[config.mk]
export PLATFORM = sky130hd
export DESIGN_NAME = v_upd_issue_flat
export DESIGN_NICKNAME = d
export VERILOG_FILES = /design/src/rtl/v_upd_issue_pkg.sv /design/src/rtl/v_upd_issue_if.sv /design/src/rtl/v_upd_issue_fifo.sv /design/src/rtl/v_upd_issue.sv /design/src/flat_wrapper.sv
export SDC_FILE = /design/constraint.sdc
export NUM_CORES = 1
export LEC_CHECK = 0
export BUFFER_PORTS_ARGS = -buffer_cell sky130_fd_sc_hd__buf_2
export CAP_MARGIN = 20
export CORE_MARGIN = 3
export CORE_UTILIZATION = 63
export CTS_CLUSTER_SIZE = 24
export DETAILED_ROUTE_END_ITERATION = 8
export PLACE_DENSITY = 0.92
export SYNTH_ARGS = -nofsm -noshare
export SYNTH_HDL_FRONTEND = slang
export SYNTH_HIERARCHICAL = 1
export SYNTH_SLANG_ARGS = --single-unit
[constraint.sdc]
create_clock -name clk -period 5.9 [get_ports clk]
set_input_delay 0 -clock clk [delete_from_list [all_inputs] [get_ports clk]]
set_output_delay 0 -clock clk [all_outputs]
set_load 0.02 [all_outputs]
[src/rtl/v_upd_issue_pkg.sv]
// Shared types for the list update bus: payload fields, the packed update word and issue FSM states.
package v_upd_issue_pkg;

  typedef logic [7:0]  id_t;
  typedef logic [1:0]  cmd_t;
  typedef logic [15:0] key_t;
  typedef logic [7:0]  size_t;

  typedef struct packed {
    id_t   prod_id;
    cmd_t  cmd;
    key_t  key;
    size_t size;
  } upd_t;

  localparam int UPD_ISSUE_GAP = 1;
  localparam int GAP_W         = 3;

  typedef enum logic [1:0] {
    ST_IDLE  = 2'd0,
    ST_ISSUE = 2'd1,
    ST_GAP   = 2'd2
  } issue_st_t;

endpackage

[src/rtl/v_upd_issue_if.sv]
// Request side (producer -> issuer) and update side (issuer -> v) of the update path.
interface v_upd_issue_if;
  import v_upd_issue_pkg::*;

  logic req_vld;
  logic req_rdy;
  upd_t req;
  logic busy_r;
  logic upd_vld;
  upd_t upd;

  modport slave (
    input  req_vld, req, busy_r,
    output req_rdy, upd_vld, upd
  );

  modport master (
    output req_vld, req, busy_r,
    input  req_rdy, upd_vld, upd
  );

endinterface

[src/rtl/v_upd_issue_fifo.sv]
// Flop-based DEPTH-entry FIFO of update words; head is visible combinationally from the read pointer.
// Level is a separate counter so full/empty never alias; full is registered from the next level.
module v_upd_issue_fifo
  import v_upd_issue_pkg::*;
#(
  parameter int DEPTH = 4
) (
  input  logic                   clk,
  input  logic                   rst,
  input  logic                   i_push,
  input  upd_t                   i_push_dat,
  input  logic                   i_pop,
  output upd_t                   o_head,
  output logic [$clog2(DEPTH):0] o_level,
  output logic                   o_full,
  output logic                   o_empty
);

  localparam int          PW       = $clog2(DEPTH);
  localparam logic [PW:0] FULL_LVL = DEPTH;
  localparam logic [PW:0] ONE_LVL  = 1;

  upd_t          r_mem [DEPTH];
  logic [PW-1:0] r_wr_ptr;
  logic [PW-1:0] r_rd_ptr;
  logic [PW:0]   r_level;
  logic [PW:0]   w_level_nxt;
  logic          r_full;

  always_comb begin
    w_level_nxt = r_level;
    if (i_push && !i_pop) begin
      w_level_nxt = r_level + ONE_LVL;
    end else if (!i_push && i_pop) begin
      w_level_nxt = r_level - ONE_LVL;
    end
  end

  always_ff @(posedge clk) begin
    if (rst) begin
      r_wr_ptr <= '0;
      r_rd_ptr <= '0;
      r_level  <= '0;
      r_full   <= 1'b0;
    end else begin
      if (i_push) r_wr_ptr <= r_wr_ptr + PW'(1);
      if (i_pop)  r_rd_ptr <= r_rd_ptr + PW'(1);
      r_level <= w_level_nxt;
      r_full  <= (w_level_nxt == FULL_LVL);
    end
  end

  // Storage is not reset: contents are only observed through valid level.
  always_ff @(posedge clk) begin
    if (i_push) r_mem[r_wr_ptr] <= i_push_dat;
  end

  assign o_head  = r_mem[r_rd_ptr];
  assign o_level = r_level;
  assign o_full  = r_full;
  assign o_empty = (r_level == '0);

endmodule

[src/rtl/v_upd_issue.sv]
// Buffers update requests and issues them to v as registered single-cycle pulses, held off by
// v's busy and by a minimum gap; request path is ready whenever the FIFO is not full.
module v_upd_issue
  import v_upd_issue_pkg::*;
#(
  parameter int DEPTH     = 4,
  parameter int ISSUE_GAP = UPD_ISSUE_GAP
) (
  input  logic                   clk,
  input  logic                   rst,
  v_upd_issue_if.slave           bus,
  output logic [$clog2(DEPTH):0] o_level_r,
  output logic                   o_busy_r
);

  localparam logic [GAP_W-1:0] GAP_LD  = GAP_W'(ISSUE_GAP);
  localparam logic [GAP_W-1:0] GAP_ONE = GAP_W'(1);

  issue_st_t        r_state;
  issue_st_t        w_state_nxt;
  logic [GAP_W-1:0] r_gap_cnt;
  logic             r_rdy_en;
  upd_t             r_upd;
  upd_t             w_head;
  logic             w_push;
  logic             w_pop;
  logic             w_full;
  logic             w_empty;

  assign w_push = bus.req_vld & bus.req_rdy;

  v_upd_issue_fifo #(
    .DEPTH (DEPTH)
  ) u_fifo (
    .clk        (clk),
    .rst        (rst),
    .i_push     (w_push),
    .i_push_dat (bus.req),
    .i_pop      (w_pop),
    .o_head     (w_head),
    .o_level    (o_level_r),
    .o_full     (w_full),
    .o_empty    (w_empty)
  );

  // Only IDLE may issue, which already implies no pulse in flight and an expired gap.
  always_comb begin
    w_state_nxt = r_state;
    w_pop       = 1'b0;
    case (r_state)
      ST_IDLE: begin
        if (!w_empty && !bus.busy_r) begin
          w_pop       = 1'b1;
          w_state_nxt = ST_ISSUE;
        end
      end
      ST_ISSUE: begin
        w_state_nxt = (GAP_LD != '0) ? ST_GAP : ST_IDLE;
      end
      ST_GAP: begin
        if (r_gap_cnt <= GAP_ONE) w_state_nxt = ST_IDLE;
      end
      default: begin
        w_state_nxt = ST_IDLE;
      end
    endcase
  end

  always_ff @(posedge clk) begin
    if (rst) begin
      r_state   <= ST_IDLE;
      r_gap_cnt <= '0;
      r_upd     <= '0;
      r_rdy_en  <= 1'b0;
    end else begin
      r_state  <= w_state_nxt;
      r_rdy_en <= 1'b1;
      if (w_pop) r_upd <= w_head;
      if (r_state == ST_ISSUE) begin
        r_gap_cnt <= GAP_LD;
      end else if (r_gap_cnt != '0) begin
        r_gap_cnt <= r_gap_cnt - GAP_ONE;
      end
    end
  end

  assign bus.req_rdy = r_rdy_en & ~w_full;
  assign bus.upd_vld = (r_state == ST_ISSUE);
  assign bus.upd     = r_upd;
  assign o_busy_r    = ~w_empty | (r_state == ST_ISSUE) | (r_gap_cnt != '0);

endmodule

[src/flat_wrapper.sv]
// flat-port wrapper written by rule: the top's interface ports become plain ports
module v_upd_issue_flat import v_upd_issue_pkg::*;
#(
  parameter int DEPTH     = 4,
  parameter int ISSUE_GAP = UPD_ISSUE_GAP
)
  (clk, rst, o_level_r, o_busy_r, bus_req_vld, bus_req, bus_busy_r, bus_req_rdy, bus_upd_vld, bus_upd);
  v_upd_issue_if bus_i ();
  input  logic clk;
  input  logic rst;
  output logic [$clog2(DEPTH):0] o_level_r;
  output logic o_busy_r;
  input wire logic [$bits(bus_i.req_vld)-1:0] bus_req_vld;
  input wire logic [$bits(bus_i.req)-1:0] bus_req;
  input wire logic [$bits(bus_i.busy_r)-1:0] bus_busy_r;
  output wire logic [$bits(bus_i.req_rdy)-1:0] bus_req_rdy;
  output wire logic [$bits(bus_i.upd_vld)-1:0] bus_upd_vld;
  output wire logic [$bits(bus_i.upd)-1:0] bus_upd;
  assign bus_i.req_vld = bus_req_vld;
  assign bus_i.req = bus_req;
  assign bus_i.busy_r = bus_busy_r;
  assign bus_req_rdy = bus_i.req_rdy;
  assign bus_upd_vld = bus_i.upd_vld;
  assign bus_upd = bus_i.upd;
  v_upd_issue #(.DEPTH(DEPTH), .ISSUE_GAP(ISSUE_GAP)) u_core (.clk(clk), .rst(rst), .bus(bus_i), .o_level_r(o_level_r), .o_busy_r(o_busy_r));
endmodule
==> impl_metrics.py <==
metrics = {
    "route": {
        "routedWlPerCell_um": 20.2,
        "vias": 3893,
        "drt-total-wl_um": 13800,
        "drt_pass1_iterations": 4,
        "drt_iter0_markers": 299,
        "drc": 0,
        "vias_per_cell": 5.71,
        "postRouteAntennaNets": 0,
    },
    "synth": {
        "yosysTopAreaCell": "edfxtp_1",
        "avgSynthCellArea_um2": 17.5,
        "synth_seq_cells": 186,
        "synth-edff-count": 136,
        "synth_compound_area_frac": 0.0133,
        "synth-adder-area-share": 0.0171,
        "async_reset_ff_frac": 0,
        "syn_area_um2": 7330,
        "yosysTopAreaCellShare": 0.557,
        "synth_nets": 468,
        "synthTopCellsByCount": "136 x edfxtp_1, 70 x nand2b_1, 50 x dfxtp_1",
        "synth_top_family_by_area": "multiplexers",
        "yosysWarnings": 6,
        "synthDistinctLibCells": 37,
        "synth_mux_area_frac": 0.152,
        "netlist_instances": 420,
        "synthTopCellsByArea": "edfxtp_1 56%, dfxtp_1 14%, mux4_2 10%",
        "synth_ff_type": "edfxtp_1",
        "synth.most_common_cell": "edfxtp_1",
        "yosys.area_share.xor_xnor": 0.00597,
        "synth_seq_area_share": 0.694,
        "yosys.area_share.simple": 0.0872,
    },
    "clocking": {
        "insertion_delay_ns": 0.42,
        "cts_buffers": 17,
        "cts_root_buffer": "clkbuf_16",
        "cts_resized": 0,
        "clk_path_buf_depth": 2,
        "hold_buffers": 34,
        "post_cts_buffers": 0,
        "clk_pin_slew_ns": 0.06,
        "cts_tree": "built",
        "cts.sinks": 186,
        "htree_levels": 4,
    },
    "timing": {
        "rsz0062_at_grt": "no",
        "worst_pin_slew_ns": 0.995,
        "min_period_ns": 2.49,
        "slew_viol_final": 0,
        "fin_crit_sh": 0.422,
        "finalSetupViolCount": 0,
        "setup_ws_ns": 3.41,
        "final_hold_viol_count": 0,
        "skew_ns": 0.00513,
        "slew_headroom": 0.336,
        "fin_tns_setup_ns": 0,
        "max_freq_mhz": 402,
    },
    "power_and_ir_drop": {
        "seqPwrFrac": 0.451,
        "p_int_w": 0.00267,
        "clkPwrFrac": 0.296,
        "ir_drop_mv": 0.425,
        "p_total_w": 0.00376,
        "power_leakage_nw": 3.09,
        "power.switching_w": 0.00109,
        "sw_frac_of_total": 0.290,
        "power_frac_comb": 0.253,
        "p_per_area_nw_per_um2": 434,
    },
    "die": {
        "initial_core_util": 0.659,
        "core_um2": 11100,
        "num_io_pins": 78,
        "die_y_um": 114,
        "die_x_um": 114,
        "die-area_um2": 13000,
        "rows": 38,
    },
    "flow_run": {
        "drv_cap": 0,
    },
    "status": {
        "status": "completed",
    },
    "place": {
        "gp_congestion": 0.762,
        "portBuffers": 77,
        "post-dp-hpwl_um": 7720,
        "preCtsSetupSlack_ns": 3.46,
    },
    "setup_path": {
        "startpoint_type": "register",
        "path_class": "reg2reg",
        "r2r_slack_ns": 3.41,
        "end_kind": "register",
        "crit_arrival_ns": 2.81,
        "crit_path_max_fanout": 45,
        "crit_required_ns": 6.22,
    },
    "grt": {
        "grt_pass1_wl_um": 22000,
        "grt_max_degree": 83,
        "track_usage": 0.228,
        "antenna_found_initial": 0,
        "grt_pass1_vias": 4215,
        "grt_overflow": 0,
    },
    "hold_path": {
        "min_path_type": "in2reg",
    },
    "finish": {
        "diodes": 0,
        "area_growth_pct": 18.4,
        "finalNetCount": 577,
        "final_layout_size_suffix_gt1_frac": 0.277,
    },
}
cell families after synthesis:
group | Yosys count
muxes | 69
xor gates and xnor gates | 5
buffers and inverters | 35
adders and majority gates | 10
AOI/OAI and AO/OA | 12
and+or+nand+nor | 103
DFF | 186
metal layers:
layer	track usage	wire [um]
met5	0	0
met4	0.0816	244
met3	0.0716	755
met2	0.384	7240
met1	0.281	5540
area by class of cell:
class,instances,area (um^2)
clock buffers,24,472
clock inverters,8,110
fillers,604,2440
inverters,11,41.3
multi-input cells,199,2040
flip-flops and latches,186,5090
well taps,140,175
repair buffers,114,761
power groups by stage:
stage / sequential [W] / clock, W / combinational [W]
floorplan: 0.00176 / 0 / 0.000700
global placement: 0.00171 / 0 / 0.000892
detailed placement: 0.00172 / 0 / 0.000929
CTS: 0.00170 / 0.00113 / 0.000959
global route: 0.00172 / 0.00118 / 0.00103
finish: 0.00170 / 0.00111 / 0.000954
state kept, by name (all words and copies together), names as in the netlist, named ones only:
signal / flops
u_core/r_gap_cnt: 3
u_core/u_fifo/r_rd_ptr: 2
u_core/u_fifo/r_mem: 136
u_core/bus.upd: 34
u_core/u_fifo/r_wr_ptr: 2
u_core/u_fifo/o_level: 3
u_core/r_rdy_en: 1
u_core/r_state: 2
u_core/u_fifo/o_full: 1
path summary, 6_finish.rpt:
kind | from | depth (start not counted) | endpoint
min | rst | 3 | u_core/bus.upd[31]
min reg2reg | u_core/bus.upd[10] | 2 | u_core/bus.upd[10]
max reg2reg | u_core/u_fifo/o_level[0] | 8 | register
max | u_core/u_fifo/o_level[0] | 8 | register
stage by stage:
| stage | util | instances | instance area (um^2) | hold WS (ns) |
|---|---|---|---|---|
| global route | 0.780 | 682 | 8680 | 0.105 |
| floorplan | - | 420 | 7330 | 0.0989 |
| detailed placement | 0.696 | 615 | 7740 | 0.216 |
| global placement | 0.696 | 615 | 7740 | 0.212 |
| CTS | 0.779 | 681 | 8660 | 0.282 |
| finish | 0.780 | 682 | 8680 | 0.0782 |
cell usage in the layout (no fill, tap or decap), types with 2 or more instances in the layout:
cell | synthesis | routed
xor2_1 | 2 | 2
clkbuf_1 | 8 | 5
buf_2 | 6 | 77
inv_6 | 0 | 2
clkbuf_16 | 0 | 17
buf_4 | 0 | 2
edfxtp_1 | 136 | 136
nor2_1 | 9 | 9
inv_1 | 11 | 11
and2_2 | 0 | 4
clkbuf_8 | 0 | 2
dlygate4sd3_1 | 0 | 34
dfxtp_1 | 50 | 48
nand2_1 | 2 | 2
clkinv_4 | 0 | 2
and2_1 | 7 | 3
ha_1 | 10 | 10
xnor2_1 | 3 | 3
nor2b_1 | 2 | 2
a311oi_1 | 2 | 2
dfxtp_2 | 0 | 2
clkinvlp_4 | 0 | 2
nand2b_1 | 70 | 70
a211oi_1 | 3 | 3
nor3_1 | 3 | 3
mux2i_1 | 35 | 35
mux4_2 | 34 | 34
bufinv_16 | 0 | 2
worst max-delay path, stage by stage, from the launching register on:
cell and delay, ns:
dfxtp_1 0.44, inv_1 0.09, ha_1 0.21, ha_1 0.22
nor4_4 0.21, buf_4 0.62, nand2_1 0.17, xor2_1 0.18
nor2_1 0.20
Note: power is estimated with default switching activity, not from simulation.
